**src/rtl/mem_port_arbiter.sv**
```systemverilog
// Single-port memory arbiter between instruction fetch and data access.
// Data wins by default; a starved fetch takes the port at STARVE_LIMIT.
module mem_port_arbiter #(
    parameter int STARVE_LIMIT = 4,
    parameter int ADDR_W       = 15
) (
    input  logic              i_clk,
    input  logic              i_reset,
    input  logic              i_ifReq,
    input  logic [31:0]       i_ifAddr,
    output logic              o_ifGnt,
    output logic              o_ifRvalid,
    output logic [31:0]       o_ifRdata,
    input  logic              i_dReq,
    input  logic [31:0]       i_dAddr,
    input  logic              i_dWe,
    input  logic [1:0]        i_dSize,
    input  logic              i_dSign,
    input  logic [31:0]       i_dWdata,
    output logic              o_dGnt,
    output logic              o_dRvalid,
    output logic [31:0]       o_dRdata,
    output logic              o_dErr,
    output logic              o_memEn,
    output logic              o_memWe,
    output logic [3:0]        o_memBe,
    output logic [ADDR_W-1:0] o_memAddr,
    output logic [31:0]       o_memWdata,
    input  logic [31:0]       i_memRdata
);

    typedef enum logic [1:0] {
        OWN_NONE,
        OWN_IF,
        OWN_DLOAD,
        OWN_DERR
    } owner_e;

    localparam logic [3:0] LIMIT = 4'(STARVE_LIMIT);

    logic [3:0]  starve_q, starve_d;
    owner_e      owner_q, owner_d;
    logic [1:0]  offset_q, offset_d;
    logic [1:0]  size_q, size_d;
    logic        sign_q, sign_d;
    logic        if_win, d_win, d_err;
    logic [31:0] ld_shift, ld_data;
    logic        unused_addr;

    assign unused_addr = ^{i_ifAddr[31:ADDR_W], i_dAddr[31:ADDR_W]};

    always_comb begin
        unique case (i_dSize)
            2'b00:   d_err = 1'b0;
            2'b01:   d_err = i_dAddr[0];
            2'b10:   d_err = |i_dAddr[1:0];
            default: d_err = 1'b1;
        endcase
    end

    // Reset masks the grants so no memory traffic leaks while it is held.
    assign if_win = !i_reset && i_ifReq && (!i_dReq || starve_q == LIMIT);
    assign d_win  = !i_reset && i_dReq && !if_win;

    always_comb begin
        o_ifGnt    = if_win;
        o_dGnt     = d_win;
        o_memEn    = 1'b0;
        o_memWe    = 1'b0;
        o_memBe    = 4'b0000;
        o_memAddr  = '0;
        o_memWdata = 32'h0;
        owner_d    = OWN_NONE;
        offset_d   = offset_q;
        size_d     = size_q;
        sign_d     = sign_q;
        starve_d   = starve_q;

        if (!i_ifReq || if_win) begin
            starve_d = 4'd0;
        end else if (starve_q < LIMIT) begin
            starve_d = starve_q + 4'd1;
        end

        if (if_win) begin
            o_memEn   = 1'b1;
            o_memBe   = 4'hF;
            o_memAddr = i_ifAddr[ADDR_W-1:0];
            owner_d   = OWN_IF;
        end else if (d_win) begin
            if (d_err) begin
                owner_d = OWN_DERR;
            end else begin
                o_memEn    = 1'b1;
                o_memWe    = i_dWe;
                o_memAddr  = i_dAddr[ADDR_W-1:0];
                o_memWdata = i_dWdata << {i_dAddr[1:0], 3'b000};
                unique case (i_dSize)
                    2'b00:   o_memBe = 4'b0001 << i_dAddr[1:0];
                    2'b01:   o_memBe = 4'b0011 << i_dAddr[1:0];
                    default: o_memBe = 4'hF;
                endcase
                if (!i_dWe) begin
                    owner_d  = OWN_DLOAD;
                    offset_d = i_dAddr[1:0];
                    size_d   = i_dSize;
                    sign_d   = i_dSign;
                end
            end
        end
    end

    // sign_q set means zero-extend (LBU/LHU).
    always_comb begin
        ld_shift = i_memRdata >> {offset_q, 3'b000};
        unique case (size_q)
            2'b00: ld_data = sign_q ? {24'h0, ld_shift[7:0]}
                                    : {{24{ld_shift[7]}}, ld_shift[7:0]};
            2'b01: ld_data = sign_q ? {16'h0, ld_shift[15:0]}
                                    : {{16{ld_shift[15]}}, ld_shift[15:0]};
            default: ld_data = ld_shift;
        endcase
    end

    assign o_ifRvalid = (owner_q == OWN_IF);
    assign o_ifRdata  = o_ifRvalid ? i_memRdata : 32'h0;
    assign o_dRvalid  = (owner_q == OWN_DLOAD) || (owner_q == OWN_DERR);
    assign o_dErr     = (owner_q == OWN_DERR);
    assign o_dRdata   = (owner_q == OWN_DLOAD) ? ld_data : 32'h0;

    always_ff @(posedge i_clk or posedge i_reset) begin
        if (i_reset) begin
            starve_q <= 4'd0;
            owner_q  <= OWN_NONE;
            offset_q <= 2'b00;
            size_q   <= 2'b00;
            sign_q   <= 1'b0;
        end else begin
            starve_q <= starve_d;
            owner_q  <= owner_d;
            offset_q <= offset_d;
            size_q   <= size_d;
            sign_q   <= sign_d;
        end
    end

endmodule

```
**config.mk**
```make
export PLATFORM = sky130hd
export DESIGN_NAME = mem_port_arbiter
export DESIGN_NICKNAME = d
export VERILOG_FILES = /design/src/rtl/mem_port_arbiter.sv
export SDC_FILE = /design/constraint.sdc
export NUM_CORES = 1
export LEC_CHECK = 0
export CORE_ASPECT_RATIO = 1.2
export CORE_MARGIN = 10
export CORE_UTILIZATION = 30
export DETAILED_ROUTE_END_ITERATION = 10
export PLACE_DENSITY = 0.89
export SYNTH_ARGS = -nofsm -noshare
export SYNTH_HDL_FRONTEND = slang
export SYNTH_SLANG_ARGS = --single-unit
```
**constraint.sdc**
```tcl
create_clock -name i_clk -period 2 [get_ports i_clk]
set_input_delay 0.2 -clock i_clk [delete_from_list [all_inputs] [get_ports i_clk]]
set_output_delay 0.2 -clock i_clk [all_outputs]
set_load 0.02 [all_outputs]
```
== Yosys cells after proc, flatten, opt, wreduce, memory -nomap -nowiden ==
Cells that the tools add are included.
W data, S select, Z words.

* Register bits after elaboration: 11
* Word-level logic and storage cells: 65
* Output and inout port bits: 122
* Input port bits: 136

* Shift operators: 4
* Reduce and logical (&&, ||, !) cells: 16
* Add/sub/neg operators: 1
* Mux-type cells: 28
* $lt $le $gt $ge: 1
* Eq/ne operators: 7
* Bitwise logic cells: 3

{| class="wikitable"
|+ Operators by type and width
! kind !! count
|-
| $mux W32 || 7
|-
| $pmux W32 S2 || 1
|-
| $mux W15 || 3
|-
| $shl A32 B5 Y32 || 1
|-
| $shr A32 B5 Y32 || 1
|-
| $mux W4 || 5
|-
| $mux W2 || 4
|-
| $pmux W4 S2 || 1
|-
| $eq A2 B1 Y1 const B || 3
|-
| $eq A2 B2 Y1 const B || 3
|-
| $mux W1 || 6
|-
| $add A4 B1 Y4 const B || 1
|-
| $eq A4 B3 Y1 const B || 1
|-
| $logic_and A1 B1 Y1 || 4
|-
| $logic_not A1 Y1 || 4
|-
| $logic_not A2 Y1 || 2
|-
| $lt A4 B3 Y1 const B || 1
|-
| $reduce_and A4 Y1 || 1
|-
| $shl A1 B2 Y4 const A || 1
|-
| $shl A2 B2 Y4 const A || 1
|-
| $logic_or A1 B1 Y1 || 3
|-
| $not A1 Y1 || 3
|-
| $pmux W1 S3 || 1
|-
| $reduce_bool A2 Y1 || 1
|-
| $reduce_or A2 Y1 || 1
|}

== Depth between registers and ports, before layout ==
Gate-level depths: netlist (run 1).

* Word-level depth: 7
* Depth in mapped cells: 7
* Depth with buffers taken out: 6

== Worst setup path after synthesis (run 1) ==
Ideal clock, no wire load.

* Path type: register to output
* Start: reg starve_q[0]
* End: out o_memWdata[28]
* Buffers on the path: 1
* Cell stages (with the launch flop): 7
* Required time: 1.800 ns
* Arrival: 1.660 ns
* Path slack: 0.140 ns
* Path through: dfrtp_1 -> inv_1 -> ha_1 -> nand4b_1 -> nand4_2 -> buf_2 -> a211oi_1

* Cells in the longest elaborated chain, start to end: 7

{| class="wikitable"
|+ RTL lines
! what !! RTL line !! RTL
|-
| start, declared || 41 || <nowiki>logic [3:0] starve_q, starve_d;</nowiki>
|-
| start signal, assigned || 139 || <nowiki>starve_q <= starve_d;</nowiki>
|-
| $eq A4 B3 Y1 (*) || 62 || <nowiki>assign if_win = !i_reset && i_ifReq && (!i_dReq || starve_q == LIMIT);</nowiki>
|-
| $logic_or A1 B1 Y1 (*) || 62 ||
|-
| $logic_and A1 B1 Y1 (*) || 62 ||
|-
| $logic_not A1 Y1 || 63 || <nowiki>assign d_win = !i_reset && i_dReq && !if_win;</nowiki>
|-
| $logic_and A1 B1 Y1 || 63 ||
|-
| $mux W32 || 90 || <nowiki>end else if (d_win) begin</nowiki>
|-
| $mux W32 (*) || 85 || <nowiki>if (if_win) begin</nowiki>
|-
| end, declared || 28 || <nowiki>output logic [31:0] o_memWdata,</nowiki>
|}

Every way passes the cells marked *; elsewhere a longest branch is shown, timed or not.

== Final worst setup path (run 1) ==
* Start: in i_dAddr[1]
* End: out o_memBe[3]

* Cells in the longest elaborated chain, start to end: 5
* Elaborated cells between the ends (all ways): 8
* Classes of those cells: shift: 2; mux: 5; reduce/logical: 1

{| class="wikitable"
|+ RTL lines
! what !! RTL line !! RTL
|-
| start, declared || 15 || <nowiki>input logic [31:0] i_dAddr,</nowiki>
|-
| $shl A2 B2 Y4, or another cell as far along || 100 || <nowiki>2'b01: o_memBe = 4'b0011 << i_dAddr[1:0];</nowiki>
|-
| $pmux W4 S2 or $pmux W1 S3 (tied branches) || 98, 53 ||
|-
| $mux W4 (*) || 91 || <nowiki>if (d_err) begin</nowiki>
|-
| $mux W4 (*) || 90 ||
|-
| $mux W4 (*) || 85 ||
|-
| end, declared || 26 || <nowiki>output logic [3:0] o_memBe,</nowiki>
|}

Marked as above.

==> run metrics, run 1 <==
Final #Nets=737; Place WS=-0.517 ns; drt first pass iters=4; commonest non-fill, non-tap cell in the layout=clkdlybuf4s50_1; power per cell area=449 mW/mm^2; mean cell area of the mapped netlist=7.62 sq um; maximum fanout along the worst path=6; grt ovf=0; final setup skew=0.000215 ns; LEAKAGE=2.65 nW; Port Buf Inserts=223; Max-Cap Viols=0; hold buffer count at CTS=0; Post-Syn Area=0.00247 sq mm; # setup viols final=57; initial DRC count=188; Distinct cells, synth=47; clk root buf=clkbuf_8; outcome=complete, but fails checks; Final ANT Viol Nets=0; via density per instance=5.73; CP peak stage delay=0.49 ns; worst-skew pair later-pin latency=0.24 ns; Core Area=0.00806 sq mm; syn_nets=462; max_slew headroom=0.649; crit path kind=in2out; Mapped Cells=324; crit end category=output pin; largest net degree at the start of global routing=34; Die Wd=103 um; Syn. warnings=0; R2R Path Start=starve_q[1]; most frequent cells in the layout=clkdlybuf4s50_1 (103), buf_4 (80), buf_6 (61); Tightest Pin Transition=0.519 ns; worst hold margin=0.449 ns; final RePlAce weighted congestion=0.870; Tcrit/Tclk final=1.13; Arr. time, crit path=2.06 ns; CTS buffer count=3; min Tclk post-route=2.26 ns; hpwl dp=11700 um; predominant post-synthesis flop cell=dfrtp_1; #FFs+latches synth=11; per-cell routed wire length=25.0 um; Max H-tree Level=1; Post-synth EDFFs=0; start point of the critical path=i_dAddr[1]; num rows=36; CTS tree=built; Layout area overhead=145%; Die Y=119 um; vias after detailed routing=3975; area of the die=0.0123 sq mm; vias in the first global route=4111; total track usage=0.220; setup slack after layout=-0.259 ns; Filler cells=484; register area share after synthesis=0.112; Async S/R FF share, synth=1.00; Max VDD drop=0.000246 V; Hold Crit Class=in2async; drt drc=0; final max-slew violation count=0; initial antenna violation count=1; # IOs=258; Final Hold Fails=0; Routed Wire Length=17300 um; worst-path cell chain=clkdlybuf4s50_1, buf_6, buf_12, nor4b_1, a311oi_1, o21ai_0, buf_2; layout cells sized above 1=0.467; clock net sink count=11; Fmax=0.443 GHz; clock buffer depth=2; slowest cell on the critical path=nor4b_1; Worst setup SP type=primary input; Worst-path clk slew=0.05 ns; first-pass GRT wire length=21700 um; Starting Density=0.306; failing checks=negative setup slack; RSZ-0062 raised after global routing=true; Data required, critical path=1.80 ns
per-stage QoR:
step / util / total power [mW] / setup TNS [ns] / instances / area, sq um
2_1_floorplan: - / 1.21 / 0 / 324 / 2470
3_3_place_gp: 0.651 / 2.01 / -25.27 / 675 / 5250
3_5_place_dp: 0.651 / 2.05 / -26.96 / 675 / 5250
4_1_cts: 0.659 / 2.36 / -2.91 / 689 / 5310
5_1_grt: 0.749 / 2.84 / -6.72 / 693 / 6040
6_report: 0.749 / 2.72 / -4.49 / 694 / 6040
critical path: cells and delay by family:
| kind | cells | cell delay (ns) |
|---|---|---|
| buf+inv | 4 | 0.99 |
| simple gates | 1 | 0.49 |
| compound gates | 2 | 0.38 |
kinds of logic (layout without fill, tap and decap cells):
logic type,Yosys count,after routing,share of synthesized area
mux,41,41,0.180
simple gates,125,125,0.294
flops,11,11,0.112
xor+xnor,3,3,0.0106
compound gates,98,98,0.306
fa+ha+maj,2,2,0.0101
buf+inv,44,318,0.0872
other cells,0,1,0
path summary, 6_finish.rpt:
check / endpoint / slack (ns) / depth (start not counted)
worst max-delay path: o_memBe[3] / -0.26 / 7
worst min-delay path: owner_q[0] / 0.45 / 4
worst max register to register: sign_q / 0.25 / 6
worst min register to register: starve_q[3] / 0.57 / 2
max in group asynchronous: offset_q[0] / 1.39 / 4
min in group i_clk: starve_q[3] / 0.57 / 2
synthesized netlist by cell type, types with 8 or more instances:
library cell | count | area, sq um
a211oi_1 | 31 | 233
a21oi_1 | 9 | 45.0
a22o_1 | 15 | 131
a2bb2oi_1 | 8 | 70.1
and2_1 | 36 | 225
and3_1 | 8 | 50.1
buf_2 | 16 | 80.1
clkbuf_1 | 12 | 45.0
dfrtp_1 | 11 | 275
inv_1 | 8 | 30.0
mux2_2 | 14 | 158
mux2i_1 | 25 | 250
nand2_1 | 13 | 48.8
nor2_1 | 14 | 52.6
nor2b_1 | 20 | 125
nor3_1 | 12 | 60.1
o21ai_0 | 9 | 45.0
o2bb2ai_1 | 9 | 78.8
where the power goes:
part / internal, mW / switching, mW / total (mW)
Sequential: 0.262 / 0.0528 / 0.315
Combinational: 1.09 / 1.09 / 2.18
Clock: 0.139 / 0.0791 / 0.219
Total: 1.49 / 1.22 / 2.72
final cells by class:
cell class | count | area (sq um) | share of cell area
repair buffers | 306 | 3000 | 0.497
diodes | 1 | 2.50 | 0.000414
inverters | 8 | 30.0 | 0.00497
clock buffers | 4 | 45.0 | 0.00746
multi-input cells | 269 | 2560 | 0.425
flip-flops and latches | 11 | 278 | 0.0460
well taps | 95 | 119 | 0.0197
what timing repair did:
item / in CTS / in global routing
gates resized for setup: 438 / 209
gates cloned: 2 / 2
setup buffers: 10 / 3
endpoints found under the setup margin: 120 / 81
pin swaps: 2 / 9
registers in the layout, indices dropped and copies added, names as in the netlist:
name and flops:
starve_q 4, owner_q 2, offset_q 2, sign_q 1, size_q 2
metal layers:
| layer | global-route usage | up-vias | wire, um |
|---|---|---|---|
| li1 | - | 1743 | - |
| met1 | 0.218 | 1884 | 5970 |
| met2 | 0.400 | 289 | 8650 |
| met3 | 0.0682 | 59 | 1980 |
| met4 | 0.105 | 0 | 709 |
| met5 | 0 | - | 0 |
No activity file was read; power rests on OpenSTA's default activity.
==> run 2, diff against run 1 <==
--- a/config.mk
+++ b/config.mk
@@ -8,6 +8,7 @@
 export CORE_ASPECT_RATIO = 1.2
 export CORE_MARGIN = 10
 export CORE_UTILIZATION = 30
+export CTS_CLUSTER_SIZE = 14
 export DETAILED_ROUTE_END_ITERATION = 10
 export PLACE_DENSITY = 0.89
 export SYNTH_ARGS = -nofsm -noshare
==> results of run 2 <==
Same layout as run 1: the final DEF is identical, and so are final timing and power.
